## src/rtl/bound_flasher_pkg.sv

```systemverilog
// Shared types and constants for the bound flasher and its LED shift-register driver.
package bound_flasher_pkg;

  localparam int unsigned LED_WIDTH       = 16;
  localparam int unsigned DEFAULT_CLK_DIV = 2;

  typedef enum logic [1:0] {
    IDLE  = 2'd0,
    LOAD  = 2'd1,
    SHIFT = 2'd2,
    LATCH = 2'd3
  } shift_state_t;

endpackage

```

## src/rtl/serial_phase_gen.sv

```systemverilog
// Serial clock phase generator: CLK_DIV clk cycles per phase, strobes at the end of each phase.
module serial_phase_gen
  import bound_flasher_pkg::*;
#(
  parameter int unsigned CLK_DIV = DEFAULT_CLK_DIV
) (
  input  logic clk,
  input  logic reset,
  input  logic run,
  input  logic hold_low,
  output logic phase,
  output logic end_low,
  output logic end_high
);

  localparam int unsigned     DIV_W    = (CLK_DIV > 1) ? $clog2(CLK_DIV) : 1;
  localparam logic [DIV_W-1:0] DIV_LAST = DIV_W'(CLK_DIV - 1);

  logic [DIV_W-1:0] div_cnt;
  logic             wrap;

  assign wrap     = (div_cnt == DIV_LAST);
  assign end_low  = run & ~phase & wrap;
  assign end_high = run &  phase & wrap;

  // hold_low keeps counting phases without raising the clock (used as the latch timer)
  always_ff @(posedge clk or negedge reset) begin
    if (!reset) begin
      div_cnt <= '0;
      phase   <= 1'b0;
    end else if (!run) begin
      div_cnt <= '0;
      phase   <= 1'b0;
    end else if (wrap) begin
      div_cnt <= '0;
      if (!hold_low) phase <= ~phase;
    end else begin
      div_cnt <= div_cnt + DIV_W'(1);
    end
  end

endmodule

```

## src/rtl/led_shift_driver.sv

```systemverilog
// Mirrors the LED pattern onto a chain of latching serial-in/parallel-out shift registers,
// sending a frame only when the pattern changes (plus one forced frame after reset).
module led_shift_driver
  import bound_flasher_pkg::*;
#(
  parameter int unsigned WIDTH     = LED_WIDTH,
  parameter int unsigned CLK_DIV   = DEFAULT_CLK_DIV,
  parameter bit          MSB_FIRST = 1'b1
) (
  input  logic             clk,
  input  logic             reset,
  input  logic [WIDTH-1:0] led_in,
  output logic             sclk,
  output logic             sdata,
  output logic             slatch,
  output logic             busy,
  output logic             frame_done
);

  localparam int unsigned     CNT_W    = (WIDTH > 1) ? $clog2(WIDTH) : 1;
  localparam logic [CNT_W-1:0] BIT_LAST = CNT_W'(WIDTH - 1);

  shift_state_t     state, state_next;
  logic [WIDTH-1:0] shadow, last_sent, shadow_shifted;
  logic [CNT_W-1:0] bit_cnt;
  logic             force_refresh;
  logic             rel_sync;
  logic             end_low, end_high;
  logic             first_bit, next_bit;

  serial_phase_gen #(
    .CLK_DIV(CLK_DIV)
  ) u_phase (
    .clk     (clk),
    .reset   (reset),
    .run     ((state == SHIFT) || (state == LATCH)),
    .hold_low(state == LATCH),
    .phase   (sclk),
    .end_low (end_low),
    .end_high(end_high)
  );

  assign shadow_shifted = MSB_FIRST ? (shadow << 1) : (shadow >> 1);
  assign next_bit       = MSB_FIRST ? shadow_shifted[WIDTH-1] : shadow_shifted[0];
  assign first_bit      = MSB_FIRST ? led_in[WIDTH-1] : led_in[0];

  always_comb begin
    state_next = state;
    case (state)
      IDLE:    if (rel_sync && ((led_in != last_sent) || force_refresh)) state_next = LOAD;
      LOAD:    state_next = SHIFT;
      SHIFT:   if (end_high && (bit_cnt == '0)) state_next = LATCH;
      LATCH:   if (end_low) state_next = IDLE;
      default: state_next = IDLE;
    endcase
  end

  // Status outputs are registered from state_next so they line up with the state they describe.
  always_ff @(posedge clk or negedge reset) begin
    if (!reset) begin
      state         <= IDLE;
      rel_sync      <= 1'b0;
      force_refresh <= 1'b1;
      shadow        <= '0;
      last_sent     <= '0;
      bit_cnt       <= '0;
      sdata         <= 1'b0;
      slatch        <= 1'b0;
      busy          <= 1'b0;
      frame_done    <= 1'b0;
    end else begin
      rel_sync   <= 1'b1;
      state      <= state_next;
      busy       <= (state_next != IDLE);
      slatch     <= (state_next == LATCH);
      frame_done <= (state == LATCH) && (state_next == IDLE);
      case (state)
        LOAD: begin
          shadow        <= led_in;
          last_sent     <= led_in;
          force_refresh <= 1'b0;
          bit_cnt       <= BIT_LAST;
          sdata         <= first_bit;
        end
        SHIFT: begin
          if (end_high && (bit_cnt != '0)) begin
            bit_cnt <= bit_cnt - CNT_W'(1);
            shadow  <= shadow_shifted;
            sdata   <= next_bit;
          end
        end
        LATCH: begin
          if (end_low) sdata <= 1'b0;
        end
        default: ;
      endcase
    end
  end

endmodule
```

## config.mk

```make
export PLATFORM = sky130hd
export DESIGN_NAME = led_shift_driver
export DESIGN_NICKNAME = d
export VERILOG_FILES = /design/src/rtl/bound_flasher_pkg.sv /design/src/rtl/serial_phase_gen.sv /design/src/rtl/led_shift_driver.sv
export SDC_FILE = /design/constraint.sdc
export NUM_CORES = 1
export LEC_CHECK = 0
export BUFFER_PORTS_ARGS = -buffer_cell sky130_fd_sc_hd__buf_2
export CELL_PAD_IN_SITES_DETAIL_PLACEMENT = 1
export CELL_PAD_IN_SITES_GLOBAL_PLACEMENT = 2
export CORE_UTILIZATION = 33
export CTS_CLUSTER_DIAMETER = 150
export DETAILED_ROUTE_END_ITERATION = 8
export PLACE_DENSITY = 0.7
export SYNTH_ARGS = -nofsm -noshare
export SYNTH_HDL_FRONTEND = slang
export SYNTH_SLANG_ARGS = --single-unit
```

## constraint.sdc

```tcl
create_clock -name clk -period 1.45 [get_ports clk]
set_input_delay 0.29 -clock clk [delete_from_list [all_inputs] [get_ports clk]]
set_output_delay 0.29 -clock clk [all_outputs]
set_load 0.01 [all_outputs]
```

==> results.sh, run 1 <==
export IMPL_drc=0
export IMPL_yosys_register_bits=45
export IMPL_yosysTopAreaCell="dfrtp_1"
export IMPL_holdPathEnd="last_sent[3]$_DFFE_PN0P_"
export IMPL_drt_pass1_iter_count=4
export IMPL_synth_most_common_cell="nand2_1"
export IMPL_netlist_area_um2=2140
export IMPL_num_rows=28
export IMPL_timing_rr_end="bit_cnt[3]$_DFFE_PN0P_"
export IMPL_reg2reg_depth=6
export IMPL_cts_root_buffer="clkbuf_8"
export IMPL_diodes=0
export IMPL_ys_flop_type="dfrtp_1"
export IMPL_setup_worst_path_end_class="register"
export IMPL_fin_ws_ns=-0.0822
export IMPL_initial_core_util=0.350
export IMPL_final_max_slew_viol_count=0
export IMPL_ys_top_cells_by_count="nand2_1, dfrtp_1, nor2_1, a21oi_1, xnor2_1"
export IMPL_wl_um=4950
export IMPL_synth_area_mux_share=0.0609
export IMPL_path_max_fanout=3
export IMPL_via_count=1579
export IMPL_fillers=689
export IMPL_synth_seq_area_share=0.528
export IMPL_grt_pass1_vias=1650
export IMPL_grt_usage=0.164
export IMPL_grt_max_degree=46
export IMPL_dpl_cell_count=317
export IMPL_place_congestion=0.735
export IMPL_power_density_nw_per_um2=2140
export IMPL_crit_type="reg2reg"
export IMPL_clkTransAtPathRegs_ns=0.09
export IMPL_cp_required_ns=1.69
export IMPL_synthXorXnorAreaFrac=0.0697
export IMPL_drive_gt1_frac=0.300
export IMPL_run_status="complete, but fails checks"
export IMPL_ys_warn_count=0
export IMPL_hold_class="in2reg"
export IMPL_grt_overflow_total=0
export IMPL_critPathArrivalTime_ns=1.77
export IMPL_routed_via_density=4.81
export IMPL_dp_hpwl_um=3350
export IMPL_die_x_um=82.5
export IMPL_syn_area_per_cell_um2=9.84
export IMPL_rrSetupSlack_ns=-0.08
export IMPL_port_buffers=22
export IMPL_pin_count=23
export IMPL_finalClockSkew_ns=0.00718
export IMPL_core_area_um2=6100
export IMPL_finalSetupTns_ns=-0.269
export IMPL_ant_nets=0
export IMPL_clock_latency_ns=0.30
export IMPL_min_period_ns=1.53
export IMPL_synthDistinctLibCells=38
export IMPL_max_freq_ghz=0.653
export IMPL_nets=272
export IMPL_yosys_area_share_adder=0.0117
export IMPL_cts_tree="built"
export IMPL_hp_start="led_in[3]"
export IMPL_synth_top_area_share=0.516
export IMPL_setup_worst_path_start_class="register"
export IMPL_die_h_um=82.5
export IMPL_hold_path_cell_count=3
export IMPL_p_leak_nw=1.22
export IMPL_cts_buffers_inserted=5
export IMPL_power_mw=5.73
export IMPL_cap_violations=0
export IMPL_peakVddDrop_v=0.000904
export IMPL_area_delta_synth_final_pct=25.1
export IMPL_setup_viol=15
export IMPL_reg2reg_from="bit_cnt[1]$_DFFE_PN0P_"
export IMPL_instances_no_fill=328
export IMPL_die_area_um2=6800
export IMPL_finalHoldViolations=0
export IMPL_async_flop_share=1.00
export IMPL_cts_max_level=2
export IMPL_cts_sinks=45
export IMPL_antenna_found_initial=0
export IMPL_grt_first_pass_wirelength_um=8060
export IMPL_synthCells=217
export IMPL_synth_top_family_by_area="simple AND/OR/NAND/NOR gates"
export IMPL_drt_first_iter_violations=60
export IMPL_syn_nets=237
export IMPL_min_period_over_period=1.06
export IMPL_rsz0062_at_grt="yes"
export IMPL_wl_per_cell_um=15.1
export IMPL_synth_compound_area_frac=0.0797
export IMPL_ys_top_cells_by_area="dfrtp_1, nand2_1, xnor2_1, mux2i_1, a21oi_1"
export IMPL_synth_simple_gate_area_frac=0.201
export IMPL_violations="setup timing"
export IMPL_synth_edf_count=0
export IMPL_cts_buffer_depth=2
-- cell usage in the layout, fill, tap and decap left out, types with 2 or more instances in the layout --
cell type	instances
nand2_1	47
dfrtp_1	43
buf_2	22
xnor2_1	16
a21oi_1	13
mux2i_1	13
buf_4	11
nor2_2	8
nor2_1	8
inv_1	7
a21oi_2	5
clkbuf_8	5
o21ai_0	4
nand4_1	3
nor2_4	3
buf_12	3
inv_2	2
nor3b_1	2
nor2b_1	2
nand2b_1	2
clkinv_2	2
-- critical path: stages (launching register included) --
cell and delay [ns]:
dfrtp_1 0.37, inv_2 0.06, ha_4 0.16, nor3b_4 0.16, buf_4 0.14, or4_4 0.50
nand3_2 0.08
-- stage by stage --
stage	setup slack [ns]	hold WS, ns	cell area [um^2]	util
after floorplan	0.00151	-0.00559	2140	-
after CTS	-0.0597	0.220	2550	0.418
after global routing	-0.132	0.223	2670	0.438
final	-0.0822	0.225	2670	0.438
after global placement	-0.0212	0.293	2420	0.397
after detailed placement	-0.0993	0.293	2420	0.397
-- kinds of logic after synthesis --
kind of cell / count (synthesis)
simple gates: 89
fa+ha+maj: 2
compound gates: 30
xor+xnor: 17
mux: 13
other cells: 1
buf+inv: 20
flops: 45
-- what timing repair did --
item,4_1_cts,5_1_grt
hold buffers,1,0
endpoints found under the setup margin,18,22
setup buffers,1,2
gates cloned,0,1
hold endpoints to repair,44,0
pin swaps,4,4
gates resized for setup,5,28
-- metal layers --
layer | part of all wire | wire length (um) | up-vias | track usage
met5 | 0 | 0 | - | 0
met3 | 0.026 | 130 | 6 | 0.0396
met4 | 0.014 | 70 | 0 | 0.0526
li1 | - | - | 776 | -
met2 | 0.46 | 2280 | 20 | 0.264
met1 | 0.50 | 2470 | 777 | 0.216
-- worst max-delay path by stage --
stage,startpoint,cells after the start,to
finish,bit_cnt[1]$_DFFE_PN0P_,6,bit_cnt[3]$_DFFE_PN0P_
global route,bit_cnt[1]$_DFFE_PN0P_,6,bit_cnt[3]$_DFFE_PN0P_
CTS,bit_cnt[1]$_DFFE_PN0P_,6,state[0]$_DFF_PN0_
detailed placement,bit_cnt[1]$_DFFE_PN0P_,6,state[0]$_DFF_PN0_
global placement,bit_cnt[1]$_DFFE_PN0P_,6,state[0]$_DFF_PN0_
floorplan,bit_cnt[0]$_DFFE_PN0P_,6,state[0]$_DFF_PN0_
-- where the power goes --
part	total [mW]	leakage [nW]	switching (mW)	internal, mW
Sequential	2.31	0.518	0.472	1.84
Combinational	2.65	0.659	1.33	1.32
Clock	0.769	0.0439	0.436	0.333
-- layout make-up --
| class | instances | area (um^2) | area share |
|---|---|---|---|
| Sequential cell | 45 | 1130 | 0.422 |
| Multi-Input combinational cell | 152 | 1030 | 0.386 |
| Timing Repair Buffer | 39 | 299 | 0.112 |
| Tap cell | 75 | 93.8 | 0.0351 |
| Clock buffer | 5 | 68.8 | 0.0257 |
| Inverter | 9 | 33.8 | 0.0126 |
| Clock inverter | 3 | 17.5 | 0.00655 |
-- state kept, by name (all words and copies together) (netlist names) --
register	count
last_sent	16
shadow	15
bit_cnt	4
state	2
busy	1
force_refresh	1
frame_done	1
rel_sync	1
sdata	1
slatch	1
u_phase.div_cnt	1
u_phase.phase	1
(Power assumes the default switching activity.)
==> run 2, diff against run 1 <==
--- a/config.mk
+++ b/config.mk
@@ -12,6 +12,7 @@
 export CTS_CLUSTER_DIAMETER = 150
 export DETAILED_ROUTE_END_ITERATION = 8
 export PLACE_DENSITY = 0.7
+export SETUP_SLACK_MARGIN = 0.2
 export SYNTH_ARGS = -nofsm -noshare
 export SYNTH_HDL_FRONTEND = slang
 export SYNTH_SLANG_ARGS = --single-unit
==> run 2 against run 1 <==
Against the previous run:
- the flow still finishes with violations (setup timing)
- sequential power barely moved
- largest cell class unchanged
- clock power rose by 31%
- worst setup slack improved by 0.015 ns
- non-clock buffer count rose by 16
- flip-flop and latch count did not move
- routed wire length rose by 9.3%
- combinational power rose by 26%
- critical path depth rose by 1
- global-route usage rose by 0.74 points
- cell area rose by 9.9%
- sequential share of layout area fell by 3.8 points
==> results.sh, run 2 (synthesis results as in run 1) <==
export IMPL_reg_top3="last_sent: 16 flops, shadow: 15 flops, bit_cnt: 4 flops"
export IMPL_route_met2_wl_um=2570
export IMPL_cts_root_buffer="clkbuf_8"
export IMPL_fin_ws_ns=-0.0677
export IMPL_grt_first_pass_wirelength_um=8470
export IMPL_cp_required_ns=1.68
export IMPL_path_common_cell="buf_4"
export IMPL_diodes=0
export IMPL_cap_violations=0
export IMPL_rrSetupSlack_ns=-0.07
export IMPL_setup_worst_path_start_class="register"
export IMPL_routed_via_density=4.78
export IMPL_clock_latency_ns=0.31
export IMPL_reg2reg_depth=7
export IMPL_peakVddDrop_v=0.000848
export IMPL_cpMaxStageDelayCell="dfrtp_1"
export IMPL_drive_gt1_frac=0.349
export IMPL_grt_pass1_vias=1680
export IMPL_finalClockSkew_ns=0.0105
export IMPL_fin_util=0.482
export IMPL_timing_rr_end="sdata$_DFFE_PN0P_"
export IMPL_instances_no_fill=344
export IMPL_largest_reg_flops=16
export IMPL_layout_commonest_cell="nand2_1"
export IMPL_multi_input_area_um2=1050
export IMPL_grt_overflow_total=0
export IMPL_critical_path_max_stage_delay_ns=0.39
export IMPL_pin_count=23
export IMPL_holdPathEnd="last_sent[14]$_DFFE_PN0P_"
export IMPL_port_buffers=22
export IMPL_nets=288
export IMPL_die_area_um2=6800
export IMPL_finalSetupTns_ns=-0.910
export IMPL_power_mw=6.64
export IMPL_fin_worst_hold_slack_ns=0.214
export IMPL_wl_per_cell_um=15.7
export IMPL_cts_buffers_inserted=5
export IMPL_hold_path_cell_count=3
export IMPL_final_max_slew_viol_count=0
export IMPL_area_delta_synth_final_pct=37.6
export IMPL_regArea_um2=1130
export IMPL_drt_pass1_iter_count=2
export IMPL_setup_viol=19
export IMPL_cts_buffer_depth=2
export IMPL_via_count=1643
export IMPL_power_density_nw_per_um2=2260
export IMPL_cts_sinks=45
export IMPL_drt_first_iter_violations=24
export IMPL_die_h_um=82.5
export IMPL_initial_core_util=0.350
export IMPL_hold_class="in2reg"
export IMPL_antenna_found_initial=0
export IMPL_largest_register="last_sent"
export IMPL_path_cells="inv_2, ha_4, nor3b_4, o21ai_4, buf_4, buf_4, o31ai_4"
export IMPL_grt_max_degree=21
export IMPL_min_period_ns=1.52
export IMPL_dpl_cell_count=321
export IMPL_run_status="complete, but fails checks"
export IMPL_hp_start="led_in[14]"
export IMPL_critPathArrivalTime_ns=1.74
export IMPL_rsz0062_at_grt="yes"
export IMPL_num_rows=28
export IMPL_highest_layer="met4"
export IMPL_finalHoldViolations=0
export IMPL_cts_tree="built"
export IMPL_crit_type="reg2reg"
export IMPL_violations="setup timing"
export IMPL_die_x_um=82.5
export IMPL_final_cell_mix="nand2_1, dfrtp_1, buf_2"
export IMPL_path_max_fanout=5
export IMPL_min_period_over_period=1.05
export IMPL_route_met3_wl_um=176
export IMPL_fillers=698
export IMPL_dp_hpwl_um=3420
export IMPL_core_area_um2=6100
export IMPL_reg2reg_from="bit_cnt[0]$_DFFE_PN0P_"
export IMPL_drc=0
export IMPL_ant_nets=0
export IMPL_wl_met1_um=2600
export IMPL_clkTransAtPathRegs_ns=0.09
export IMPL_grt_usage=0.171
export IMPL_setup_worst_path_end_class="register"
export IMPL_place_congestion=0.725
export IMPL_p_leak_nw=1.35
export IMPL_wl_um=5410
export IMPL_max_freq_ghz=0.659
export IMPL_cts_max_level=2
[run 2: changes by cell type in the layout (fill, tap and decap cells not counted), moves of 3 or more]
cell / delta
buf_16: +3
a21oi_2: +5
buf_6: +6
nor2_1: +6
buf_4: +6
nor2_2: -6
a21oi_1: -5
[run 2: worst max-delay path by stage]
stage	from	end	slack [ns]	depth (start not counted)
after floorplan	bit_cnt[0]$_DFFE_PN0P_	state[0]$_DFF_PN0_	0.002	6
after global placement	bit_cnt[1]$_DFFE_PN0P_	bit_cnt[3]$_DFFE_PN0P_	-0.03	6
after detailed placement	bit_cnt[0]$_DFFE_PN0P_	bit_cnt[3]$_DFFE_PN0P_	-0.06	6
after CTS	bit_cnt[0]$_DFFE_PN0P_	bit_cnt[3]$_DFFE_PN0P_	-0.05	6
after global routing	bit_cnt[0]$_DFFE_PN0P_	shadow[4]$_DFFE_PN0P_	-0.18	8
final	bit_cnt[0]$_DFFE_PN0P_	sdata$_DFFE_PN0P_	-0.07	7
[run 2: cell type report]
class,count,area share
Clock buffer,7,0.0294
Timing Repair Buffer,55,0.173
Tap cell,75,0.0319
Inverter,9,0.0115
Clock inverter,1,0.0102
Multi-Input combinational cell,152,0.359
Sequential cell,45,0.385
[run 2: repair_timing]
item	in CTS	in global routing
gates cloned	3	0
hold endpoints to repair	11	0
buffers inserted	5	6
endpoints found under the setup margin	24	41
pin swaps	6	7
resized for setup	20	26
hold buffers	1	0
[run 2: worst max-delay path: cells and delay by family (launching register included)]
kind,cells,cell delay [ns]
AND/OR/NAND/NOR,1,0.24
adder cells (fa/ha/maj),1,0.13
AO/OA/AOI/OAI,2,0.30
buffers and inverters,3,0.38
flip-flops,1,0.39
[run 2: report_power, final]
part | total, mW | leakage, nW | internal, mW | switching [mW]
logic | 3.33 | 0.771 | 1.78 | 1.55
clock network | 1.01 | 0.0585 | 0.563 | 0.448
registers | 2.30 | 0.516 | 1.84 | 0.454
total | 6.64 | 1.35 | 4.19 | 2.45
[run 2: layer usage]
metal | vias up | GRT usage
li1 | 812 | -
met1 | 801 | 0.237
met2 | 23 | 0.273
met3 | 7 | 0.0330
met4 | 0 | 0.0474
met5 | - | 0
[run 2: per-stage QoR]
stage	cell area, um^2	setup WS [ns]
floorplan	2140	0.00151
global placement	2460	-0.0251
detailed placement	2460	-0.0571
CTS	2780	-0.0548
global route	2940	-0.180
finish	2940	-0.0677
==> run 3, diff against run 2 <==
--- a/config.mk
+++ b/config.mk
@@ -12,7 +12,7 @@
 export CTS_CLUSTER_DIAMETER = 150
 export DETAILED_ROUTE_END_ITERATION = 8
 export PLACE_DENSITY = 0.7
-export SETUP_SLACK_MARGIN = 0.2
+export RECOVER_POWER = 25
 export SYNTH_ARGS = -nofsm -noshare
 export SYNTH_HDL_FRONTEND = slang
 export SYNTH_SLANG_ARGS = --single-unit
==> run 3 against run 2 <==
Against the previous run:
- the flow still finishes with violations (setup timing)
- first-iteration DRC count rose to 2.5 times the previous value
- global-route usage down 0.74 points
- fmax down 0.96%
- flip-flop and latch count unchanged
- utilization down 4.6 points
- non-clock buffer count down 16
- critical path depth down 1
- sequential share of layout area up 4.0 points
- worst setup slack worse by 0.015 ns
- critical endpoint is now bit_cnt[3]$_DFFE_PN0P_
- largest cell class unchanged
==> results.sh, run 3 (synthesis results as in run 1) <==
export IMPL_cts_sinks=45
export IMPL_maxSlewHeadroom=0.579
export IMPL_drc=0
export IMPL_grt_usage=0.164
export IMPL_hold_class="in2reg"
export IMPL_die_h_um=82.5
export IMPL_hp_start="led_in[3]"
export IMPL_setup_worst_path_end_class="register"
export IMPL_area_delta_synth_final_pct=24.5
export IMPL_grt_first_pass_wirelength_um=8060
export IMPL_route_met3_wl_um=124
export IMPL_fin_ws_ns=-0.0824
export IMPL_cap_violations=0
export IMPL_place_congestion=0.735
export IMPL_rsz0062_at_grt="yes"
export IMPL_via_count=1575
export IMPL_routed_via_density=4.80
export IMPL_peakVddDrop_v=0.000904
export IMPL_crit_start="bit_cnt[1]$_DFFE_PN0P_"
export IMPL_crit_type="reg2reg"
export IMPL_finalHoldViolations=0
export IMPL_run_status="complete, but fails checks"
export IMPL_port_buffers=22
export IMPL_reg_top3="last_sent: 16 flops, shadow: 15 flops, bit_cnt: 4 flops"
export IMPL_setup_viol=15
export IMPL_fillers=691
export IMPL_drt_first_iter_violations=60
export IMPL_ant_nets=0
export IMPL_die_x_um=82.5
export IMPL_multi_input_area_um2=1030
export IMPL_clock_latency_ns=0.30
export IMPL_violations="setup timing"
export IMPL_finalClockSkew_ns=0.00712
export IMPL_largest_reg_flops=16
export IMPL_min_period_ns=1.53
export IMPL_largest_register="last_sent"
export IMPL_p_leak_nw=1.22
export IMPL_reg2reg_from="bit_cnt[1]$_DFFE_PN0P_"
export IMPL_grt_overflow_total=0
export IMPL_max_freq_ghz=0.653
export IMPL_cts_buffer_depth=2
export IMPL_die_area_um2=6800
export IMPL_final_max_slew_viol_count=0
export IMPL_power_density_nw_per_um2=2150
export IMPL_regArea_um2=1130
export IMPL_cts_tree="built"
export IMPL_layout_commonest_cell="nand2_1"
export IMPL_antenna_found_initial=0
export IMPL_final_area_um2=2660
export IMPL_wl_met1_um=2480
export IMPL_wl_per_cell_um=15.0
export IMPL_nets=272
export IMPL_core_area_um2=6100
export IMPL_power_mw=5.73
export IMPL_diodes=0
export IMPL_cts_max_level=2
export IMPL_wl_um=4930
export IMPL_critPathArrivalTime_ns=1.77
export IMPL_min_period_over_period=1.06
export IMPL_reg2reg_depth=6
export IMPL_drt_pass1_iter_count=4
export IMPL_path_max_fanout=3
export IMPL_setup_worst_path_start_class="register"
export IMPL_pin_count=23
export IMPL_cp_required_ns=1.69
export IMPL_grt_pass1_vias=1650
export IMPL_cts_buffers_inserted=5
export IMPL_finalSetupTns_ns=-0.265
export IMPL_timing_rr_end="bit_cnt[3]$_DFFE_PN0P_"
export IMPL_route_met2_wl_um=2260
export IMPL_dp_hpwl_um=3350
export IMPL_rrSetupSlack_ns=-0.08
export IMPL_clkTransAtPathRegs_ns=0.09
export IMPL_dpl_cell_area_um2=2420
export IMPL_final_cell_mix="nand2_1, dfrtp_1, buf_2"
export IMPL_drive_gt1_frac=0.300
export IMPL_highest_layer="met4"
export IMPL_num_rows=28
export IMPL_cts_root_buffer="clkbuf_8"
export IMPL_initial_core_util=0.350
export IMPL_worstMarginPinSlew_ns=0.631
export IMPL_endpoint="bit_cnt[3]$_DFFE_PN0P_"
export IMPL_grt_max_degree=46
export IMPL_fin_util=0.436
==> run 3: layout make-up <==
cell class / instances / share of cell area
Inverter: 9 / 0.0127
Sequential cell: 45 / 0.424
Multi-Input combinational cell: 152 / 0.388
Clock inverter: 3 / 0.00659
Timing Repair Buffer: 39 / 0.108
Clock buffer: 5 / 0.0259
Tap cell: 75 / 0.0353
==> run 3: per-stage QoR <==
stage / hold slack, ns / setup slack, ns / cells
4_1_cts: 0.220 / -0.0597 / 326
6_report: 0.225 / -0.0824 / 328
5_1_grt: 0.223 / -0.132 / 328
3_3_place_gp: 0.293 / -0.0212 / 317
3_5_place_dp: 0.293 / -0.0993 / 317
2_1_floorplan: -0.00559 / 0.00151 / 217
==> run 3: worst min-delay path by stage <==
| stage | to | slack [ns] | cells after the start |
|---|---|---|---|
| floorplan | bit_cnt[0]$_DFFE_PN0P_ | -0.006 | 0 |
| global placement | u_phase.phase$_DFFE_PN0P_ | 0.29 | 2 |
| detailed placement | u_phase.phase$_DFFE_PN0P_ | 0.29 | 2 |
| CTS | last_sent[3]$_DFFE_PN0P_ | 0.22 | 3 |
| global route | last_sent[6]$_DFFE_PN0P_ | 0.22 | 3 |
| finish | last_sent[3]$_DFFE_PN0P_ | 0.23 | 3 |
==> run 3: what timing repair did <==
item,CTS,global route
resized for setup,5,28
pin swaps,4,4
endpoints found under the hold margin,44,0
hold buffers,1,0
setup endpoints to repair,18,22
buffers inserted,1,2
cloned,0,1
==> run 3: worst max-delay path, cell delays in order, from the launching register on <==
cell and delay (ns):
dfrtp_1 0.37, inv_2 0.06, ha_4 0.16, nor3b_4 0.16
buf_4 0.14, or4_4 0.50, nand3_2 0.08
==> run 3: where the power goes <==
part | internal (mW) | leakage (nW) | switching (mW) | total (mW)
sequential | 1.84 | 0.518 | 0.472 | 2.31
combinational | 1.32 | 0.654 | 1.33 | 2.65
clock | 0.333 | 0.0439 | 0.436 | 0.769
total | 3.49 | 1.22 | 2.24 | 5.73
==> run 3: metal layers <==
metal,vias to the layer above,GRT usage
li1,776,-
met1,773,0.216
met2,20,0.264
met3,6,0.0396
met4,0,0.0526
met5,-,0
